**src/rtl/conv1_out_mem_write.sv**
```systemverilog
`default_nettype none
// ============================================================================
// Module   : conv1_out_mem_write
// Purpose  : Write-side addresser for the conv1 output feature-map memory.
//            Accepts one channel-0/channel-1 result pair per handshake and
//            writes it one cycle later: channel 0 at idx, channel 1 at
//            CH1_BASE+idx. Raises done once the full map has been written.
// Revision : 1.0  initial release
// ============================================================================
module conv1_out_mem_write #(
  parameter int OUT_W    = 24,
  parameter int OUT_H    = 24,
  parameter int CH1_BASE = 576,
  parameter int ADDR_W   = 11,
  parameter int DATA_W   = 16
) (
  input  logic              clk,
  input  logic              reset,
  input  logic              start,
  input  logic              enable,
  input  logic              in_valid,
  output logic              in_ready,
  input  logic [DATA_W-1:0] in_data0,
  input  logic [DATA_W-1:0] in_data1,
  output logic              we0,
  output logic              we1,
  output logic [ADDR_W-1:0] addr0,
  output logic [ADDR_W-1:0] addr1,
  output logic [DATA_W-1:0] wdata0,
  output logic [DATA_W-1:0] wdata1,
  output logic [4:0]        row,
  output logic [4:0]        col,
  output logic              done
);

  localparam int NPIX  = OUT_W * OUT_H;
  localparam int IDX_W = $clog2(NPIX);

  localparam logic [IDX_W-1:0]  LAST_IDX = IDX_W'(NPIX - 1);
  localparam logic [4:0]        LAST_COL = 5'(OUT_W - 1);
  localparam logic [ADDR_W-1:0] CH1_OFS  = ADDR_W'(CH1_BASE);

  typedef enum logic [1:0] {
    S_IDLE  = 2'd0,
    S_WRITE = 2'd1,
    S_FLUSH = 2'd2,
    S_DONE  = 2'd3
  } state_t;

  state_t           state;
  state_t           next_state;
  logic [IDX_W-1:0] idx;
  logic             accept;
  logic             last_pix;
  logic             clear_cnt;

  // Ready only while writing and not paused; accept is the handshake.
  assign in_ready = (state == S_WRITE) && enable;
  assign accept   = in_valid && in_ready;
  assign last_pix = (idx == LAST_IDX);

  // State register.
  always_ff @(posedge clk or negedge reset) begin
    if (!reset) begin
      state <= S_IDLE;
    end else begin
      state <= next_state;
    end
  end

  // Next-state logic; start only matters in IDLE and DONE.
  always_comb begin
    next_state = state;
    clear_cnt  = 1'b0;
    case (state)
      S_IDLE: begin
        if (start) begin
          next_state = S_WRITE;
          clear_cnt  = 1'b1;
        end
      end
      S_WRITE: begin
        if (accept && last_pix) begin
          next_state = S_FLUSH;
        end
      end
      S_FLUSH: begin
        next_state = S_DONE;
      end
      S_DONE: begin
        if (start) begin
          next_state = S_WRITE;
          clear_cnt  = 1'b1;
        end
      end
      default: begin
        next_state = S_IDLE;
      end
    endcase
  end

  // Pixel position counters; they stop on the last pixel instead of wrapping.
  always_ff @(posedge clk or negedge reset) begin
    if (!reset) begin
      idx <= '0;
      row <= '0;
      col <= '0;
    end else if (clear_cnt) begin
      idx <= '0;
      row <= '0;
      col <= '0;
    end else if (accept && !last_pix) begin
      idx <= idx + 1'b1;
      if (col == LAST_COL) begin
        col <= '0;
        row <= row + 1'b1;
      end else begin
        col <= col + 1'b1;
      end
    end
  end

  // Memory write port: one-cycle strobe per accept, address/data hold otherwise.
  always_ff @(posedge clk or negedge reset) begin
    if (!reset) begin
      we0    <= 1'b0;
      we1    <= 1'b0;
      addr0  <= '0;
      addr1  <= CH1_OFS;
      wdata0 <= '0;
      wdata1 <= '0;
    end else begin
      we0 <= accept;
      we1 <= accept;
      if (accept) begin
        addr0  <= ADDR_W'(idx);
        addr1  <= CH1_OFS + ADDR_W'(idx);
        wdata0 <= in_data0;
        wdata1 <= in_data1;
      end
    end
  end

  // Completion level: set on entry to DONE, cleared when a new map starts.
  always_ff @(posedge clk or negedge reset) begin
    if (!reset) begin
      done <= 1'b0;
    end else begin
      done <= (next_state == S_DONE);
    end
  end

endmodule
`default_nettype wire

```
**config.mk**
```make
export PLATFORM = sky130hd
export DESIGN_NAME = conv1_out_mem_write
export DESIGN_NICKNAME = d
export VERILOG_FILES = /design/src/rtl/conv1_out_mem_write.sv
export SDC_FILE = /design/constraint.sdc
export NUM_CORES = 1
export LEC_CHECK = 0
export CAP_MARGIN = 0
export CORE_ASPECT_RATIO = 1.2
export CORE_UTILIZATION = 45
export CTS_CLUSTER_SIZE = 24
export DETAILED_ROUTE_END_ITERATION = 12
export PLACE_DENSITY = 0.79
export SYNTH_ARGS = -nofsm -noshare
export SYNTH_HDL_FRONTEND = slang
export SYNTH_SLANG_ARGS = --single-unit
```
**constraint.sdc**
```tcl
create_clock -name clk -period 3.4 [get_ports clk]
set_input_delay 0.68 -clock clk [delete_from_list [all_inputs] [get_ports clk]]
set_output_delay 0.68 -clock clk [all_outputs]
set_load 0.03 [all_outputs]
```
==> metrics.md, run 1 <==
| Metric | Value |
|---|---|
| Worst Path Buf+Inv | 2 |
| Seq cells post-synth | 71 |
| Clock transition at the registers of the reported paths | 0.07 ns |
| Sw frac | 0.383 |
| Routed Antenna Nets | 0 |
| Actual slew at the worst max-slew pin | 0.752 ns |
| HP Class | primary input to async pin |
| Starting Density | 0.468 |
| Crit-path max FO | 2 |
| WL met1 | 3.07 mm |
| Worst Skew | 0.00686 ns |
| DR pass1 iterations | 4 |
| Hold_buf cts | 0 |
| FMAX | 380 MHz |
| Most frequent cells in the layout | nand2_1 (135), clkdlybuf4s50_1 (102), dfrtp_1 (69), o21ai_0 (13), a21oi_1 (12) |
| Power per cell area | 759 nW/um^2 |
| Mapped Area | 3210 um^2 |
| Uppermost routed layer | met4 |
| Total gr overflow | 0 |
| Final Core Density | 0.654 |
| R2R depth | 7 |
| Final setup fails | 0 |
| Crit-path most repeated cell | clkdlybuf4s50_1 |
| Final critical-path required period | 2.63 ns |
| WS Path Type | primary input to primary output |
| # diodes | 0 |
| Max Cap Viol | 0 |
| Initial antenna violation count | 0 |
| Most common cell after layout, fill and taps aside | nand2_1 |
| Row count | 33 |
| CTS tree | yes |
| Vias in the first global route | 2,592 |
| Clk network pwr share | 0.214 |
| Slew Viols, Final | 0 |
| Most used DFF post-synth | dfrtp_1 |
| Wire length on met3 | 397 um |
| RSZ-0062 raised after global routing | false |
| Leak | 2.15 nW |
| Reg2reg setup slack | 1.27 ns |
| 1st-iter DRT viols | 180 |
| Largest net degree at the start of global routing | 72 |
| Die ar. | 7470 um^2 |
| Die Wd | 79.1 um |
| Crit path required time | 2.72 ns |
| Remaining DRCs | 0 |
| Instance count of the mapped netlist | 335 |
| Clk sinks | 71 |
| Post-CTS Setup Inserts | 0 |
| H-tree levels | 3 |
| Synth Area per Inst | 9.58 um^2 |
| Root buffer cell | clkbuf_8 |
| Via count | 2,580 |
| Chip Height | 94.5 um |
| Num ports | 105 |
| Nets | 475 |
| Logic gate share of total power | 0.426 |
| Core Box Area | 6850 um^2 |
| Critical path cell sequence | clkdlybuf4s50_1, and2_1, clkdlybuf4s50_1 |
| Yosys warnings | 0 |
| First-pass GRT wire length | 11.6 mm |
| Port bufs | 103 |
| P_sw | 1.30 mW |
| Top delay family on crit path | buffers and inverters |
| Worst r2r src | state[1] |
| Slew margin rel. | 0.499 |
| DR vias/cell | 4.94 |
| Clock latency on the worst-skew pair | 0.33 ns |
| Hpwl dp | 4.83 mm |
| All-layer global routing usage | 0.198 |
| Synth cell types | 44 |
| Global placer's final weighted congestion | 0.874 |
| WL per Instance | 13.0 um |
| Async SR Flop Fraction | 1.00 |
| Total routed wirelength | 6.77 mm |
| Setup TNS Final | 0 ns |
| Critical path capture point type | primary output |
| Fin. Hold Viols | 0 |
| Worst EP arrival | 1.95 ns |
| Power Internal | 2.10 mW |
| Reg power frac | 0.360 |
| Share of layout cells above drive strength 1 | 0.0736 |
| Worst VDD drop | 0.000393 V |
| EDFF count, synth | 0 |
| CTS buffer count | 9 |
| R2R Path End | idx[9] |
| Status | completed |
| Area Growth Syn to Fin | 39.6% |
| CTS max path bufs | 2 |
| Synth Net Count | 380 |
| Post-route clock period utilization | 0.775 |
| Sequential fraction of the synthesis area | 0.555 |
| Cells resized by post-CTS repair | 0 |
| WL met2 | 3.25 mm |
| Min Hold Slack | 0.355 ns |
| Slowest stage cell, crit path | clkdlybuf4s50_1 |
| CP startpoint kind | primary input |
| CP peak stage delay | 0.66 ns |
[power groups by stage]
stage / Combinational, mW / Sequential [mW] / Clock, mW
floorplan: 0.440 / 1.65 / 0
global placement: 1.42 / 1.23 / 0
detailed placement: 1.46 / 1.24 / 0
CTS: 1.46 / 1.22 / 0.748
global route: 1.57 / 1.26 / 0.780
finish: 1.45 / 1.22 / 0.729
[synth_stat cells, types with 4 or more instances]
library cell | count | area share
clkbuf_1 | 12 | 0.014
inv_1 | 6 | 0.0070
dfrtp_1 | 69 | 0.54
o21ai_0 | 13 | 0.020
nand2_1 | 135 | 0.16
a21oi_1 | 12 | 0.019
nor2_1 | 11 | 0.013
ha_1 | 8 | 0.031
buf_4 | 8 | 0.019
or3_1 | 4 | 0.0078
xnor2_1 | 5 | 0.014
xor2_1 | 4 | 0.011
nand3_1 | 4 | 0.0062
[cells by family (layout without fill, tap and decap cells)]
group                    count (synthesis)  in the layout  share of synthesized area
adder cells (fa/ha/maj)                  8              8                     0.0312
AND/OR/NAND/NOR                        175            175                      0.245
buffers and inverters                   29            129                     0.0460
flip-flops                              71             71                      0.555
multiplexers                             3              3                    0.00936
AO/OA/AOI/OAI                           39             39                     0.0885
other                                    1              1                    0.00117
XOR/XNOR                                 9              9                     0.0246
[flip-flops by register name (all words and copies together) (netlist names)]
signal and count:
idx 10, done 1, wdata1 16, row 5
state 2, wdata0 16, addr0 4, we1 1
addr1 11, col 5
[worst max-delay path by stage]
| stage | start | endpoint | slack, ns | cells after the start |
|---|---|---|---|---|
| floorplan | col[0] | row[4] | 1.58 | 5 |
| global placement | enable | in_ready | 0.78 | 3 |
| detailed placement | enable | in_ready | 0.76 | 3 |
| CTS | enable | in_ready | 0.76 | 3 |
| global route | enable | in_ready | 0.74 | 3 |
| finish | enable | in_ready | 0.77 | 3 |
[layout make-up]
type | count | area, um^2
flip-flops and latches | 71 | 1780
well taps | 87 | 109
fillers | 534 | 2370
inverters | 7 | 26.3
clock buffers | 11 | 141
clock inverters | 5 | 81.3
repair buffers | 106 | 1060
multi-input cells | 235 | 1280
[metal layers]
metal  global-route usage  up-vias
li1                     -     1276
met1                0.255     1216
met2                0.335       82
met3               0.0464        6
met4               0.0515        0
met5                    0        -
[stage by stage]
step	setup WS (ns)	total power [mW]	cell area, um^2	std cells
after CTS	0.760	3.43	4480	522
after floorplan	1.58	2.09	3210	335
after global placement	0.778	2.65	4260	506
final	0.766	3.40	4480	522
after detailed placement	0.758	2.70	4260	506
after global routing	0.740	3.61	4480	522
No activity file was read; power rests on OpenSTA's default activity.
==> inputs of run 2 (changes only) <==
--- a/config.mk
+++ b/config.mk
@@ -7,10 +7,10 @@
 export LEC_CHECK = 0
 export CAP_MARGIN = 0
 export CORE_ASPECT_RATIO = 1.2
-export CORE_UTILIZATION = 45
+export CORE_UTILIZATION = 41
 export CTS_CLUSTER_SIZE = 24
 export DETAILED_ROUTE_END_ITERATION = 12
-export PLACE_DENSITY = 0.79
+export PLACE_DENSITY = 0.75
 export SYNTH_ARGS = -nofsm -noshare
 export SYNTH_HDL_FRONTEND = slang
 export SYNTH_SLANG_ARGS = --single-unit
==> constraint.sdc (replaced) <==
create_clock -name clk -period 2.4 [get_ports clk]
set_input_delay 0.48 -clock clk [delete_from_list [all_inputs] [get_ports clk]]
set_output_delay 0.48 -clock clk [all_outputs]
set_load 0.03 [all_outputs]
==> metrics.md, run 2 (synthesis results as in run 1) <==
| Metric | Value |
|---|---|
| Status | completed |
| Slowest stage cell, crit path | clkdlybuf4s50_1 |
| FMAX | 496 MHz |
| Remaining DRCs | 0 (unchanged) |
| Root buffer cell | clkbuf_8 |
| Final setup fails | 0 (unchanged) |
| Hpwl dp | 4.91 mm (+1.6%) |
| Die Wd | 82.8 um (+4.6%) |
| # placed instances | 510 (+0.79%) |
| Fin. Hold Viols | 0 (unchanged) |
| Reg2reg setup slack | 0.47 ns (-0.80 ns) |
| Actual slew at the worst max-slew pin | 0.874 ns (+0.122 ns) |
| CTS buffer count | 9 (unchanged) |
| Critical path cell sequence | clkdlybuf4s50_1 |
| Vias in the first global route | 2,562 (-1.2%) |
| Total gr overflow | 0 (unchanged) |
| Total routed wirelength | 6.97 mm (+2.9%) |
| Global placer's final weighted congestion | 0.823 (-5.8%) |
| Worst Path Buf+Inv | 1 (-1) |
| Multi-input logic area | 1280 um^2 (unchanged) |
| Most common cell after layout, fill and taps aside | nand2_1 |
| CTS tree | yes |
| Post-DP Area | 4260 um^2 (about the same) |
| All-layer global routing usage | 0.181 (-0.0170) |
| Row count | 34 (+3.0%) |
| RSZ-0062 raised after global routing | false |
| Leak | 2.16 nW (+0.62%) |
| Initial antenna violation count | 0 (unchanged) |
| CP startpoint kind | register |
| Clock transition at the registers of the reported paths | 0.07 ns (about the same) |
| Post-route clock period utilization | 0.840 |
| Post-CTS Setup Inserts | 0 (unchanged) |
| Worst VDD drop | 0.000648 V (+65%) |
| DR pass1 iterations | 4 (unchanged) |
| Hold_buf cts | 0 (unchanged) |
| DR vias/cell | 4.94 (about the same) |
| Final critical-path required period | 2.02 ns |
| CTS max path bufs | 2 (unchanged) |
| Share of layout cells above drive strength 1 | 0.0759 (+0.00230) |
| First-pass GRT wire length | 11.4 mm (-1.9%) |
| # diodes | 0 (unchanged) |
| Worst EP arrival | 1.54 ns (-0.41 ns) |
| HP Class | primary input to async pin |
| Non-filler cells, final | 525 (+0.57%) |
| Slew margin rel. | 0.417 (-0.0812) |
| Chip Height | 98.9 um (+4.7%) |
| Via count | 2,596 (+0.62%) |
| Fillers | 651 (+22%) |
| Clk sinks | 71 (unchanged) |
| WS Path Type | register to primary output |
| Routed Antenna Nets | 0 (unchanged) |
| CP peak stage delay | 0.67 ns (about the same) |
| Area Growth Syn to Fin | 39.4% |
| Power per cell area | 1080 nW/um^2 (+42%) |
| Most frequent cells in the layout | nand2_1 (135), clkdlybuf4s50_1 (101), dfrtp_1 (69), o21ai_0 (13), a21oi_1 (12) |
| Setup TNS Final | 0 ns (unchanged) |
| Cells resized by post-CTS repair | 0 (unchanged) |
| Worst Skew | 0.00689 ns (+0.0000233 ns) |
| Port bufs | 103 (unchanged) |
| Top Registers | wdata0 x16, wdata1 x16, addr1 x11 |
| Fin area | 4470 um^2 (-0.20%) |
| Clock latency on the worst-skew pair | 0.34 ns (about the same) |
| Slew Viols, Final | 0 (unchanged) |
| Crit-path max FO | 2 (unchanged) |
| Top delay family on crit path | buffers and inverters |
| Crit path required time | 1.92 ns (-0.80 ns) |
| Starting Density | 0.433 (-0.0347) |
| Min Hold Slack | 0.256 ns (-0.0992 ns) |
| Max Cap Viol | 0 (unchanged) |
| Critical path capture point type | primary output |
| Nets | 476 (+0.21%) |
| Largest net degree at the start of global routing | 72 (unchanged) |
| 1st-iter DRT viols | 163 (-9.4%) |
| Die ar. | 8180 um^2 (+9.5%) |
| Num ports | 105 (unchanged) |
| Register area | 1780 um^2 (unchanged) |
| H-tree levels | 3 (unchanged) |
| Core Box Area | 7400 um^2 (+8.0%) |
| WL per Instance | 13.3 um (+2.4%) |
## run 2: cell count changes in the layout (fill, tap and decap cells not counted), sizes merged
cell | before | now
buf | 4 | 5
clkinv | 2 | 3
clkbuf | 11 | 9
clkdlybuf4s50 | 102 | 101
dlymetal6s2s | 0 | 1
## run 2: worst paths after layout
path | endpoint | depth (start not counted) | startpoint
setup reg to reg | idx[9] | 7 | state[1]
setup / recovery | addr1[9] | 1 | addr1[9]
hold / removal | wdata1[8] | 1 | reset
hold reg to reg | wdata0[14] | 2 | wdata0[14]
max in group asynchronous | addr0[9] | 1 | reset
min in group clk | wdata0[14] | 2 | wdata0[14]
## run 2: layout make-up
| type | instances | share of cell area |
|---|---|---|
| well taps | 90 | 0.0252 |
| clock buffers | 9 | 0.0277 |
| repair buffers | 107 | 0.237 |
| inverters | 7 | 0.00588 |
| multi-input cells | 235 | 0.287 |
| flip-flops and latches | 71 | 0.398 |
| clock inverters | 6 | 0.0193 |
## run 2: routing by layer
| layer | share of wire | GRT usage | up-vias | routed length, um |
|---|---|---|---|---|
| li1 | - | - | 1274 | - |
| met3 | 0.063 | 0.0491 | 9 | 442 |
| met4 | 0.015 | 0.0756 | 0 | 103 |
| met5 | 0 | 0 | - | 0 |
| met2 | 0.51 | 0.309 | 69 | 3550 |
| met1 | 0.41 | 0.210 | 1244 | 2870 |
## run 2: where the power goes
part           leakage (nW)  switching (mW)  internal, mW
sequential            0.930           0.203          1.54
clock                 0.105           0.437         0.577
combinational          1.13            1.23         0.831
## run 2: metrics by stage
stage / utilization / setup slack [ns] / total power, mW
finish: 0.604 / 0.384 / 4.81
global route: 0.604 / 0.333 / 5.12
CTS: 0.604 / 0.0640 / 4.87
detailed placement: 0.575 / 0.167 / 3.84
global placement: 0.575 / 0.176 / 3.77
floorplan: - / 0.575 / 2.96
==> inputs of run 3 (changes only) <==
==> constraint.sdc (replaced) <==
create_clock -name clk -period 1.8 [get_ports clk]
set_input_delay 0.36 -clock clk [delete_from_list [all_inputs] [get_ports clk]]
set_output_delay 0.36 -clock clk [all_outputs]
set_load 0.03 [all_outputs]
==> metrics.md, run 3 (synthesis results as in run 1) <==
| Metric | Value |
|---|---|
| Initial antenna violation count | 0 (unchanged) |
| Critical path capture point type | primary output |
| HP Class | primary input to async pin |
| Slew Viols, Final | 0 (unchanged) |
| Starting Density | 0.433 (unchanged) |
| Num ports | 105 (unchanged) |
| Logic gate share of total power | 0.438 (+0.011) |
| Total routed wirelength | 7.18 mm (+3.0%) |
| Most frequent cells in the layout | nand2_1 (135), clkdlybuf4s50_1 (84), dfrtp_1 (67), buf_4 (22), o21ai_0 (13) |
| Min Hold Slack | 0.0201 ns (-0.236 ns) |
| Slew margin rel. | 0.636 (+0.219) |
| Clock latency on the worst-skew pair | 0.34 ns (about the same) |
| Clock transition at the registers of the reported paths | 0.08 ns (about the same) |
| Die ar. | 8180 um^2 (unchanged) |
| Actual slew at the worst max-slew pin | 0.546 ns (-0.328 ns) |
| CTS buffer count | 9 (unchanged) |
| Post-route clock period utilization | 0.980 |
| Setup TNS Final | 0 ns (unchanged) |
| Critical path cell sequence | clkdlybuf4s50_1 |
| Total gr overflow | 0 (unchanged) |
| Hpwl dp | 5.12 mm (+4.3%) |
| All-layer global routing usage | 0.186 (+0.00460) |
| P_sw | 2.56 mW (+37%) |
| Vias in the first global route | 2,609 (+1.8%) |
| Area Growth Syn to Fin | 45.9% |
| Largest net degree at the start of global routing | 48 (-33%) |
| Worst Path Buf+Inv | 1 (unchanged) |
| Nets | 495 (+4.0%) |
| Final critical-path required period | 1.76 ns |
| Reg power frac | 0.349 (-0.013) |
| Status | completed |
| Leak | 2.43 nW (+12%) |
| Worst EP arrival | 1.40 ns (-0.14 ns) |
| Fin. Hold Viols | 0 (unchanged) |
| Final setup fails | 0 (unchanged) |
| # diodes | 0 (unchanged) |
| Port bufs | 103 (unchanged) |
| Routed Antenna Nets | 0 (unchanged) |
| Post-layout power | 6.58 mW (+37%) |
| FMAX | 567 MHz |
| DR vias/cell | 4.84 (-2.1%) |
| Share of layout cells above drive strength 1 | 0.132 (+0.0560) |
| H-tree levels | 3 (unchanged) |
| Most common cell after layout, fill and taps aside | nand2_1 |
| Worst Skew | 0.00809 ns (+0.00120 ns) |
| Power per cell area | 1410 nW/um^2 (+31%) |
| Global placer's final weighted congestion | 0.799 (-3.0%) |
| Crit-path max FO | 2 (unchanged) |
| Root buffer cell | clkbuf_8 |
| Power Internal | 4.02 mW (+37%) |
| Remaining DRCs | 0 (unchanged) |
| WS Path Type | register to primary output |
| Sw frac | 0.389 (+0.000898) |
| Crit path required time | 1.44 ns (-0.48 ns) |
| Row count | 34 (unchanged) |
| Worst VDD drop | 0.000848 V (+31%) |
| Slowest stage cell, crit path | clkdlybuf4s50_1 |
| Chip Height | 98.9 um (unchanged) |
| 1st-iter DRT viols | 99 (-39%) |
| CTS max path bufs | 2 (unchanged) |
| Die Wd | 82.8 um (unchanged) |
| DR pass1 iterations | 4 (unchanged) |
| CTS tree | yes |
| Clk sinks | 71 (unchanged) |
| CP startpoint kind | register |
| Final Core Density | 0.633 (+0.0286) |
| CP peak stage delay | 0.70 ns (+0.03 ns) |
| Top Registers | wdata0 x16, wdata1 x16, addr1 x11 |
| WL per Instance | 13.2 um (-0.80%) |
| Top delay family on crit path | buffers and inverters |
| Via count | 2,638 (+1.6%) |
| Max Cap Viol | 0 (unchanged) |
| Clk network pwr share | 0.213 (+0.002) |
| Core Box Area | 7400 um^2 (unchanged) |
| First-pass GRT wire length | 11.7 mm (+3.0%) |
## run 3: cell types whose count changed in the layout (fill, tap and decap cells not counted), moves of 2 or more
cell	change
clkdlybuf4s50_1	-17
clkinv_2	-2
buf_6	+2
dfrtp_1	-2
dlygate4sd2_1	+9
dfrtp_2	+2
dlymetal6s2s_1	+7
buf_4	+17
ha_1	-2
clkinv_4	+4
## run 3: layer usage
layer,up-vias,wire [um],global-route usage
li1,1317,-,-
met1,1243,2920,0.212
met2,67,3660,0.318
met3,11,493,0.0500
met4,0,112,0.0822
met5,-,0,0
## run 3: final timing paths
check | from | slack, ns | endpoint | depth (start not counted)
min in group clk | addr1[7] | 0.47 | addr1[7] | 2
worst max-delay path | wdata0[14] | 0.04 | wdata0[14] | 1
worst min-delay path | reset | 0.02 | wdata1[4] | 2
max in group asynchronous | reset | 1.29 | col[1] | 2
worst max register to register | idx[6] | 0.06 | idx[9] | 7
worst min register to register | addr1[7] | 0.47 | addr1[7] | 2
## run 3: final cells by class
class / instances / area, um^2
sequential: 71 / 1780
clock inverter: 6 / 95.1
multi-input combinational: 235 / 1320
inverter: 7 / 31.3
fill: 618 / 2720
clock buffer: 10 / 128
tap: 90 / 113
timing repair buffer: 126 / 1210
## run 3: power groups by stage
stage	Combinational [mW]	Clock (mW)	Sequential, mW
2_1_floorplan	0.832	0	3.12
3_3_place_gp	2.80	0	2.30
3_5_place_dp	2.86	0	2.32
4_1_cts	2.86	1.44	2.29
5_1_grt	3.12	1.50	2.36
6_report	2.88	1.40	2.30
## run 3: repair_timing
action                                  CTS  global route
setup buffers                             0             3
resized for setup                        11            18
hold buffers                              0             0
endpoints found under the setup margin   10            30
## run 3: worst register-to-register path, cell delays in order (launching register included)
cell	delay, ns
dfrtp_1	0.35
inv_1	0.06
ha_1	0.24
nand4b_4	0.15
buf_4	0.14
o2111ai_4	0.11
or4_1	0.48
a21oi_1	0.15
## run 3: metrics by stage
stage               instance area (um^2)  std cells  setup WS, ns
finish                              4680        545        0.0357
global placement                    4380        526        -0.186
CTS                                 4590        542       0.00170
floorplan                           3210        335        0.0371
global route                        4680        545       -0.0108
detailed placement                  4380        526        -0.217
